$ cat src/rtl/clk_duty_monitor.sv
// Measures high/low/period of an asynchronous mon_clk in core clk cycles; results publish 1 clk after the synchronized rise
// is detected (SYNC_STAGES+1 edges after the transition). No backpressure: meas_valid is a fire-and-forget pulse.
module clk_duty_monitor #(
    parameter int CNT_W       = 16,
    parameter int SYNC_STAGES = 2
) (
    input  logic             clk,
    input  logic             rst_n,
    input  logic             en,
    input  logic             mon_clk,
    output logic [CNT_W-1:0] high_cnt,
    output logic [CNT_W-1:0] low_cnt,
    output logic [CNT_W:0]   period_cnt,
    output logic             meas_valid,
    output logic             stuck,
    output logic             stuck_level
);

    typedef enum logic [1:0] {
        IDLE    = 2'd0,
        ALIGN   = 2'd1,
        MEAS_HI = 2'd2,
        MEAS_LO = 2'd3
    } state_t;

    localparam logic [CNT_W-1:0] CNT_ONE = {{(CNT_W-1){1'b0}}, 1'b1};
    // Counters stop one short of all-ones: the step that would reach it is the timeout.
    localparam logic [CNT_W-1:0] CNT_LIM = {{(CNT_W-1){1'b1}}, 1'b0};

    logic [SYNC_STAGES-1:0] sync_ff;
    logic                   sync_lvl;
    logic                   prev_lvl;
    logic                   rise;
    logic                   fall;

    state_t           state;
    logic [CNT_W-1:0] hi_ctr;
    logic [CNT_W-1:0] lo_ctr;
    logic [CNT_W-1:0] tmo_ctr;
    logic [CNT_W-1:0] hi_lat;
    logic             tmo_hit;

    always_ff @(posedge clk or negedge rst_n) begin
        if (!rst_n) begin
            sync_ff  <= '0;
            prev_lvl <= 1'b0;
        end else begin
            sync_ff  <= {sync_ff[SYNC_STAGES-2:0], mon_clk};
            prev_lvl <= sync_ff[SYNC_STAGES-1];
        end
    end

    assign sync_lvl = sync_ff[SYNC_STAGES-1];
    assign rise     = sync_lvl & ~prev_lvl;
    assign fall     = ~sync_lvl & prev_lvl;

    // An edge in the timeout cycle always takes priority, so the edge terms gate each hit.
    always_comb begin
        tmo_hit = 1'b0;
        case (state)
            ALIGN:   tmo_hit = !rise && (tmo_ctr == CNT_LIM);
            MEAS_HI: tmo_hit = !fall && (hi_ctr == CNT_LIM);
            MEAS_LO: tmo_hit = !rise && (lo_ctr == CNT_LIM);
            default: tmo_hit = 1'b0;
        endcase
    end

    always_ff @(posedge clk or negedge rst_n) begin
        if (!rst_n) begin
            state       <= IDLE;
            hi_ctr      <= '0;
            lo_ctr      <= '0;
            tmo_ctr     <= '0;
            hi_lat      <= '0;
            high_cnt    <= '0;
            low_cnt     <= '0;
            period_cnt  <= '0;
            meas_valid  <= 1'b0;
            stuck       <= 1'b0;
            stuck_level <= 1'b0;
        end else begin
            meas_valid <= 1'b0;
            if (!en) begin
                state   <= IDLE;
                hi_ctr  <= '0;
                lo_ctr  <= '0;
                tmo_ctr <= '0;
                hi_lat  <= '0;
            end else if (tmo_hit) begin
                state       <= ALIGN;
                hi_ctr      <= '0;
                lo_ctr      <= '0;
                tmo_ctr     <= '0;
                hi_lat      <= '0;
                stuck       <= 1'b1;
                stuck_level <= sync_lvl;
            end else begin
                case (state)
                    IDLE: begin
                        hi_ctr  <= '0;
                        lo_ctr  <= '0;
                        tmo_ctr <= '0;
                        hi_lat  <= '0;
                        state   <= ALIGN;
                    end
                    ALIGN: begin
                        if (rise) begin
                            hi_ctr  <= CNT_ONE;
                            tmo_ctr <= '0;
                            state   <= MEAS_HI;
                        end else begin
                            tmo_ctr <= tmo_ctr + CNT_ONE;
                        end
                    end
                    MEAS_HI: begin
                        if (fall) begin
                            hi_lat <= hi_ctr;
                            lo_ctr <= CNT_ONE;
                            state  <= MEAS_LO;
                        end else begin
                            hi_ctr <= hi_ctr + CNT_ONE;
                        end
                    end
                    MEAS_LO: begin
                        if (rise) begin
                            high_cnt   <= hi_lat;
                            low_cnt    <= lo_ctr;
                            period_cnt <= {1'b0, hi_lat} + {1'b0, lo_ctr};
                            meas_valid <= 1'b1;
                            stuck      <= 1'b0;
                            hi_ctr     <= CNT_ONE;
                            lo_ctr     <= '0;
                            state      <= MEAS_HI;
                        end else begin
                            lo_ctr <= lo_ctr + CNT_ONE;
                        end
                    end
                    default: state <= IDLE;
                endcase
            end
        end
    end

endmodule

$ cat config.mk
export PLATFORM = sky130hd
export DESIGN_NAME = clk_duty_monitor
export DESIGN_NICKNAME = d
export VERILOG_FILES = /design/src/rtl/clk_duty_monitor.sv
export SDC_FILE = /design/constraint.sdc
export NUM_CORES = 1
export LEC_CHECK = 0
export CELL_PAD_IN_SITES_DETAIL_PLACEMENT = 0
export CELL_PAD_IN_SITES_GLOBAL_PLACEMENT = 1
export CORE_MARGIN = 10
export CORE_UTILIZATION = 25
export CTS_BUF_LIST = sky130_fd_sc_hd__clkbuf_4 sky130_fd_sc_hd__clkbuf_8
export CTS_CLUSTER_DIAMETER = 100
export CTS_CLUSTER_SIZE = 14
export DETAILED_ROUTE_END_ITERATION = 12
export DONT_BUFFER_PORTS = 1
export PLACE_DENSITY = 0.49
export SETUP_SLACK_MARGIN = 0.2
export SLEW_MARGIN = 30
export SYNTH_ARGS = -nofsm -noshare
export SYNTH_HDL_FRONTEND = slang
export SYNTH_SLANG_ARGS = --single-unit
export TNS_END_PERCENT = 50
$ cat constraint.sdc
create_clock -name clk -period 2.4 [get_ports clk]
set_clock_uncertainty 0.15 [all_clocks]
set_input_delay 0.72 -clock clk [delete_from_list [all_inputs] [get_ports clk]]
set_output_delay 0.72 -clock clk [all_outputs]
set_load 0.1 [all_outputs]
Word level (Yosys, flattened, before mapping)
Index checks and enable logic that the tools add are counted.
Operators by class
  add/sub/neg operators: 4
  eq/ne operators: 12
  multiplexer cells: 31
  bitwise operators: 5
  reductions and logical operators: 16
Operator list (number)
  two-way mux 16 bit: 14
  one-hot mux 16 bit (3 select lines): 2
  one-hot mux 16 bit (2 select lines): 2
  adder 16 x 1 -> 16 bit (second input constant): 3
  == test 16 bit (second input constant): 3
  adder 16 x 16 -> 17 bit: 1
  AND reduction 2 bit: 5
  two-way mux 2 bit: 4
  != test 4 x 1 -> 1 bit (second input constant): 2
  != test 4 bit (second input constant): 2
  two-way mux 1 bit: 7
  one-hot mux 2 bit (3 select lines): 1
  != test 5 x 1 -> 1 bit (second input constant): 1
  == test 2 bit (second input constant): 2
  != test 4 x 2 -> 1 bit (second input constant): 1
  AND reduction 4 bit: 1
  nonzero test 2 bit: 2
  logical AND 1 bit: 3
  inverter 1 bit: 3
  one-hot mux 1 bit (3 select lines): 1
  AND reduction 3 bit: 1
  AND 1 bit: 2
  == test 2 x 1 -> 1 bit (second input constant): 1
  logical NOT 1 bit: 2
  other kinds (2): 2
Storage, ports and cells
  register bits after elaboration: 121
  input bits: 4
  output and inout port bits: 52
  logic and storage cells: 81

Depth between registers and ports, before layout
Gate-level depths: netlist of run 1.
  depth in word-level cells: 7
  depth in mapped cells: 9
  gate-level depth less buffers: 9

Worst setup path before layout of run 1
OpenSTA, ideal clock, no wires.
  path kind: flip-flop to flip-flop
  start point: register lo_ctr[0]
  end point: register period_cnt[14]
  library setup time: 0.139 ns
  arrival time: 2.138 ns
  required time: 2.111 ns
  setup slack: -0.026 ns
  stages on the path, launching flop included: 10
  buffers on the path: 0
  period minus slack after synthesis: 2.426 ns
  path through: dfrtp_1 > ha_1 > inv_1 > fa_1 > nor2b_1 > o31a_1 > o21ai_0 > a211oi_1 > nand3b_1 > nand3_1
Between the ends
  word-level cells in the longest chain between the ends: 5
  elaborated cells on any way between the ends: 6
  those cells by class: 1 x add/sub; 1 x eq/ne; 1 x mux; 1 x bitwise; 2 x reduce/logical
RTL lines
  start: declaration: RTL line 38  | logic [CNT_W-1:0] lo_ctr;
  start signal: assignment: RTL line 135  | lo_ctr <= lo_ctr + CNT_ONE;
  == test 16 bit: RTL line 63  | MEAS_LO: tmo_hit = !rise && (lo_ctr == CNT_LIM);
  logical AND 1 bit: RTL line 63
  one-hot mux 1 bit (3 select lines): RTL line 60  | case (state)
  inverter 1 bit (no line)
  AND reduction 4 bit (no line)
  end signal: assignment: RTL line 128  | period_cnt <= {1'b0, hi_lat} + {1'b0, lo_ctr};
  end: declaration: RTL line 13  | output logic [CNT_W:0] period_cnt,
Parallel ways exist; a longest one is shown, timed or not.
A chain may end at the register's enable or synchronous reset.

Worst setup path in the final report of run 1
  start point: register state[1]
  end point: register hi_ctr[15]
Between the ends
  word-level cells in the longest chain between the ends: 5
  elaborated cells on any way between the ends: 12
  those cells by class: 5 x eq/ne; 4 x mux; 3 x reduce/logical
RTL lines
  start: declaration: RTL line 36  | state_t state;
  start signal: assignment: RTL line 70  | state <= IDLE;
  start signal: assignment: RTL line 84  | state <= IDLE;
  start signal: assignment: RTL line 90  | state <= ALIGN;
  == test 2 bit or == test 2 x 1 -> 1 bit (tied branches): RTL line 60, 98
  OR reduction 2 bit (no line)
  one-hot mux 16 bit (3 select lines): RTL line 98  | case (state)
  two-way mux 16 bit: RTL line 89  | end else if (tmo_hit) begin
  two-way mux 16 bit: RTL line 83  | if (!en) begin
  end signal: assignment: RTL line 121  | hi_ctr <= hi_ctr + CNT_ONE;
  end: declaration: RTL line 37  | logic [CNT_W-1:0] hi_ctr;
Parallel ways exist; a longest one is shown, timed or not.

==> results.py, run 1 <==
metrics = {
    "global_routing": {
        "gr-usage-all-layers": 0.128,
        "grt_pass1_vias": 5702,
        "grt_pass1_wl_mm": 31.8,
        "grt_max_degree": 122,
        "gr-total-overflow": 0,
        "antenna_found_initial": 0,
    },
    "final_layout": {
        "instances_no_fill": 1178,
        "diodes": 0,
        "final_common_cell": "buf_4",
        "layout.nets": 866,
        "drive_above_1_share": 0.355,
        "mostFrequentLayoutCells": "buf_4 (150), nand2_1 (143), dfrtp_1 (113), o21ai_0 (27), nand3_1 (25)",
        "areaGrowthSynthToFinish_pct": 41.4,
    },
    "logic_synthesis": {
        "yosysSeqAreaShare": 0.489,
        "yosysTopAreaCellShare": 0.489,
        "synth-seq-cells": 121,
        "syn-cell-area_um2": 6190,
        "syn_nets": 707,
        "synthArstFlopShare": 1.00,
        "synthFlopType": "dfrtp_1",
        "yosysUniqueCellTypes": 59,
        "ys_top_cells_by_area": "dfrtp_1 (49%), nand2_1 (8.9%), o21ai_0 (5.1%)",
        "synth_edf_count": 0,
        "avgSynthCellArea_um2": 9.08,
        "postSynthCellCount": 682,
        "yosysTopAreaCell": "dfrtp_1",
        "yosysWarnings": 0,
    },
    "worst_setup_path": {
        "cp.required_ps": 2610,
        "reg2reg_depth": 6,
        "cp-start-kind": "flip-flop",
        "crit_chain": "and2_4 -> or4_4 -> o22ai_4 -> nor3_1 -> or4b_1 -> a21oi_1",
        "r2r_slack_ps": 40,
        "crit_type": "flip-flop to flip-flop",
        "worst-path-buf-inv": 0,
        "cp.arrival_ps": 2570,
        "slowest_stage": "or4_4",
        "crit_family": "simple AND/OR/NAND/NOR gates",
        "critPathMaxStageDelay_ps": 520,
        "cp_num_cells": 6,
        "endpoint_kind": "flip-flop",
        "cp_max_fo": 6,
    },
    "die": {
        "die_w_um": 177,
        "start_util": 0.255,
        "coreArea_um2": 24300,
        "io_pins": 56,
        "rows": 57,
        "dieArea_um2": 31500,
        "die_h_um": 177,
    },
    "status": {
        "status": "finished with violations",
        "violations": "negative hold slack",
    },
    "route": {
        "final_antenna_net_count": 0,
        "dr.pass1.iters": 5,
        "post_drt_wl_per_cell_um": 17.1,
        "vias_per_cell": 4.78,
        "drt_iter0_markers": 376,
        "via_count": 5627,
        "drcViolationCount": 0,
        "wirelength_mm": 20.1,
    },
    "timing": {
        "rsz0062_at_grt": "true",
        "hold_viol": 121,
        "fmax_mhz": 423,
        "slew_viol_final": 0,
        "slew_headroom": 0.388,
        "whs_ps": -181,
        "setup_viol": 0,
        "period_share": 0.984,
        "tightestPinTransition_ps": 919,
        "fin_crit_ps": 2360,
    },
    "clock_tree": {
        "path_clk_slew_ps": 80,
        "cts_tree": "built",
        "clock_tree.buffer_depth": 2,
        "cts-buffers-inserted": 17,
        "clockRootBuffer": "clkbuf_8",
        "cts_sinks": 121,
        "clock_latency_ps": 440,
        "htreeDepth": 4,
    },
    "placement": {
        "placed_cells_incl_taps": 1117,
        "hpwlAfterDp_mm": 14.1,
        "place.gp.congestion": 0.806,
        "io_buffers": 0,
    },
    "pwr": {
        "power_density_nw_per_um2": 467,
        "max-vdd-ir-drop_mv": 0.205,
        "p_total_mw": 4.09,
        "leakagePower_nw": 3.93,
    },
    "worst_hold_path": {
        "worstHoldPathType": "input port to async pin",
    },
    "run": {
        "drv_cap": 0,
    },
}
## layout make-up
class                           instances  area [um2]
Sequential cell                       121        3040
Fill cell                            2455       15600
Multi-Input combinational cell        514        3510
Inverter                               20        78.8
Timing Repair Buffer                  167        1350
Clock inverter                          9        72.6
Tap cell                              324         405
Clock buffer                           23         298
## power breakdown
group | internal, mW | total, mW | switching [mW] | leakage, nW
Clock | 0.923 | 1.77 | 0.849 | 0.199
Combinational | 0.0986 | 0.261 | 0.162 | 2.06
Sequential | 2.05 | 2.06 | 0.00693 | 1.67
Total | 3.07 | 4.09 | 1.02 | 3.93
## per-stage QoR
step                      hold WS (ps)  utilization  setup WS [ps]  TNS (ps)  instance area (um2)
after floorplan                    181            -           60.0         0                 6290
after global placement             184        0.313          -27.8     -92.1                 7620
after detailed placement           191        0.313          -42.3      -124                 7620
after CTS                         -215        0.343           60.9         0                 8340
after global routing              -226        0.360          -46.9      -341                 8750
final                             -181        0.360           38.5         0                 8750
## worst reg2reg max path: stages (launching register included)
cell and delay (ps):
dfrtp_1 400, and2_4 170, or4_4 520, o22ai_4 270
nor3_1 140, or4b_1 480, a21oi_1 150
## synth_stat cells, types with 3 or more instances
cell and n:
xnor2_1 5, a21oi_1 34, a22o_1 19, nand2b_1 6, a21o_1 5, nand4_1 9, nor4_1 9, and3_1 9
nand2_1 147, clkbuf_1 24, dfrtp_1 121, or4_1 5, o21ai_0 63, o31ai_1 7, nor2_1 24, xor2_1 8
nand3_1 27, ha_1 20, nor2b_1 7, a31oi_1 4, inv_1 20, nand3b_1 3, o41ai_1 8, o21bai_1 3
or3_1 17, nor3_1 16, or2_2 5, and2_1 6, a211oi_1 7, o21a_1 5
## final timing paths
kind,end,from
worst max-delay path,hi_ctr[15],state[1]
worst min-delay path,low_cnt[10],rst_n
worst max register to register,hi_ctr[15],state[1]
worst min register to register,sync_ff[1],sync_ff[0]
max in group asynchronous,period_cnt[12],rst_n
min in group clk,sync_ff[0],mon_clk
## sequential cells by signal, summed over array words and instances (netlist names)
register / cells
stuck: 1
meas_valid: 1
sync_ff: 2
prev_lvl: 1
tmo_ctr: 16
low_cnt: 16
lo_ctr: 16
period_cnt: 17
state: 2
high_cnt: 16
stuck_level: 1
hi_ctr: 16
hi_lat: 16
## kinds of logic after synthesis
logic type                 synth area share
buffers and inverters                0.0313
AOI/OAI and AO/OA                     0.178
and+or+nand+nor                       0.234
xor gates and xnor gates             0.0184
muxes                               0.00505
DFF                                   0.489
adders and majority gates            0.0436
## per-layer routing
metal / global-route usage / up-vias / wire length [um]
met2: 0.208 / 98 / 9670
met1: 0.164 / 2749 / 9310
li1: - / 2763 / -
met5: 0 / - / 0
met3: 0.0323 / 17 / 850
met4: 0.0368 / 0 / 281
## repair_timing
item | in CTS | in global routing
endpoints found under the setup margin | 78 | 78
resized for setup | 62 | 85
cloned | 3 | 1
pin swaps | 43 | 52
buffers inserted | 18 | 7
hold endpoints to repair | 121 | 121
Note: power is estimated with default switching activity, not from simulation.
==> run 2: changes to the inputs <==
--- a/config.mk
+++ b/config.mk
@@ -11,7 +11,6 @@
 export CORE_UTILIZATION = 25
 export CTS_BUF_LIST = sky130_fd_sc_hd__clkbuf_4 sky130_fd_sc_hd__clkbuf_8
 export CTS_CLUSTER_DIAMETER = 100
-export CTS_CLUSTER_SIZE = 14
 export DETAILED_ROUTE_END_ITERATION = 12
 export DONT_BUFFER_PORTS = 1
 export PLACE_DENSITY = 0.49
==> results of run 2 <==
Same layout as run 1: the final DEF is identical, and so are final timing and power.
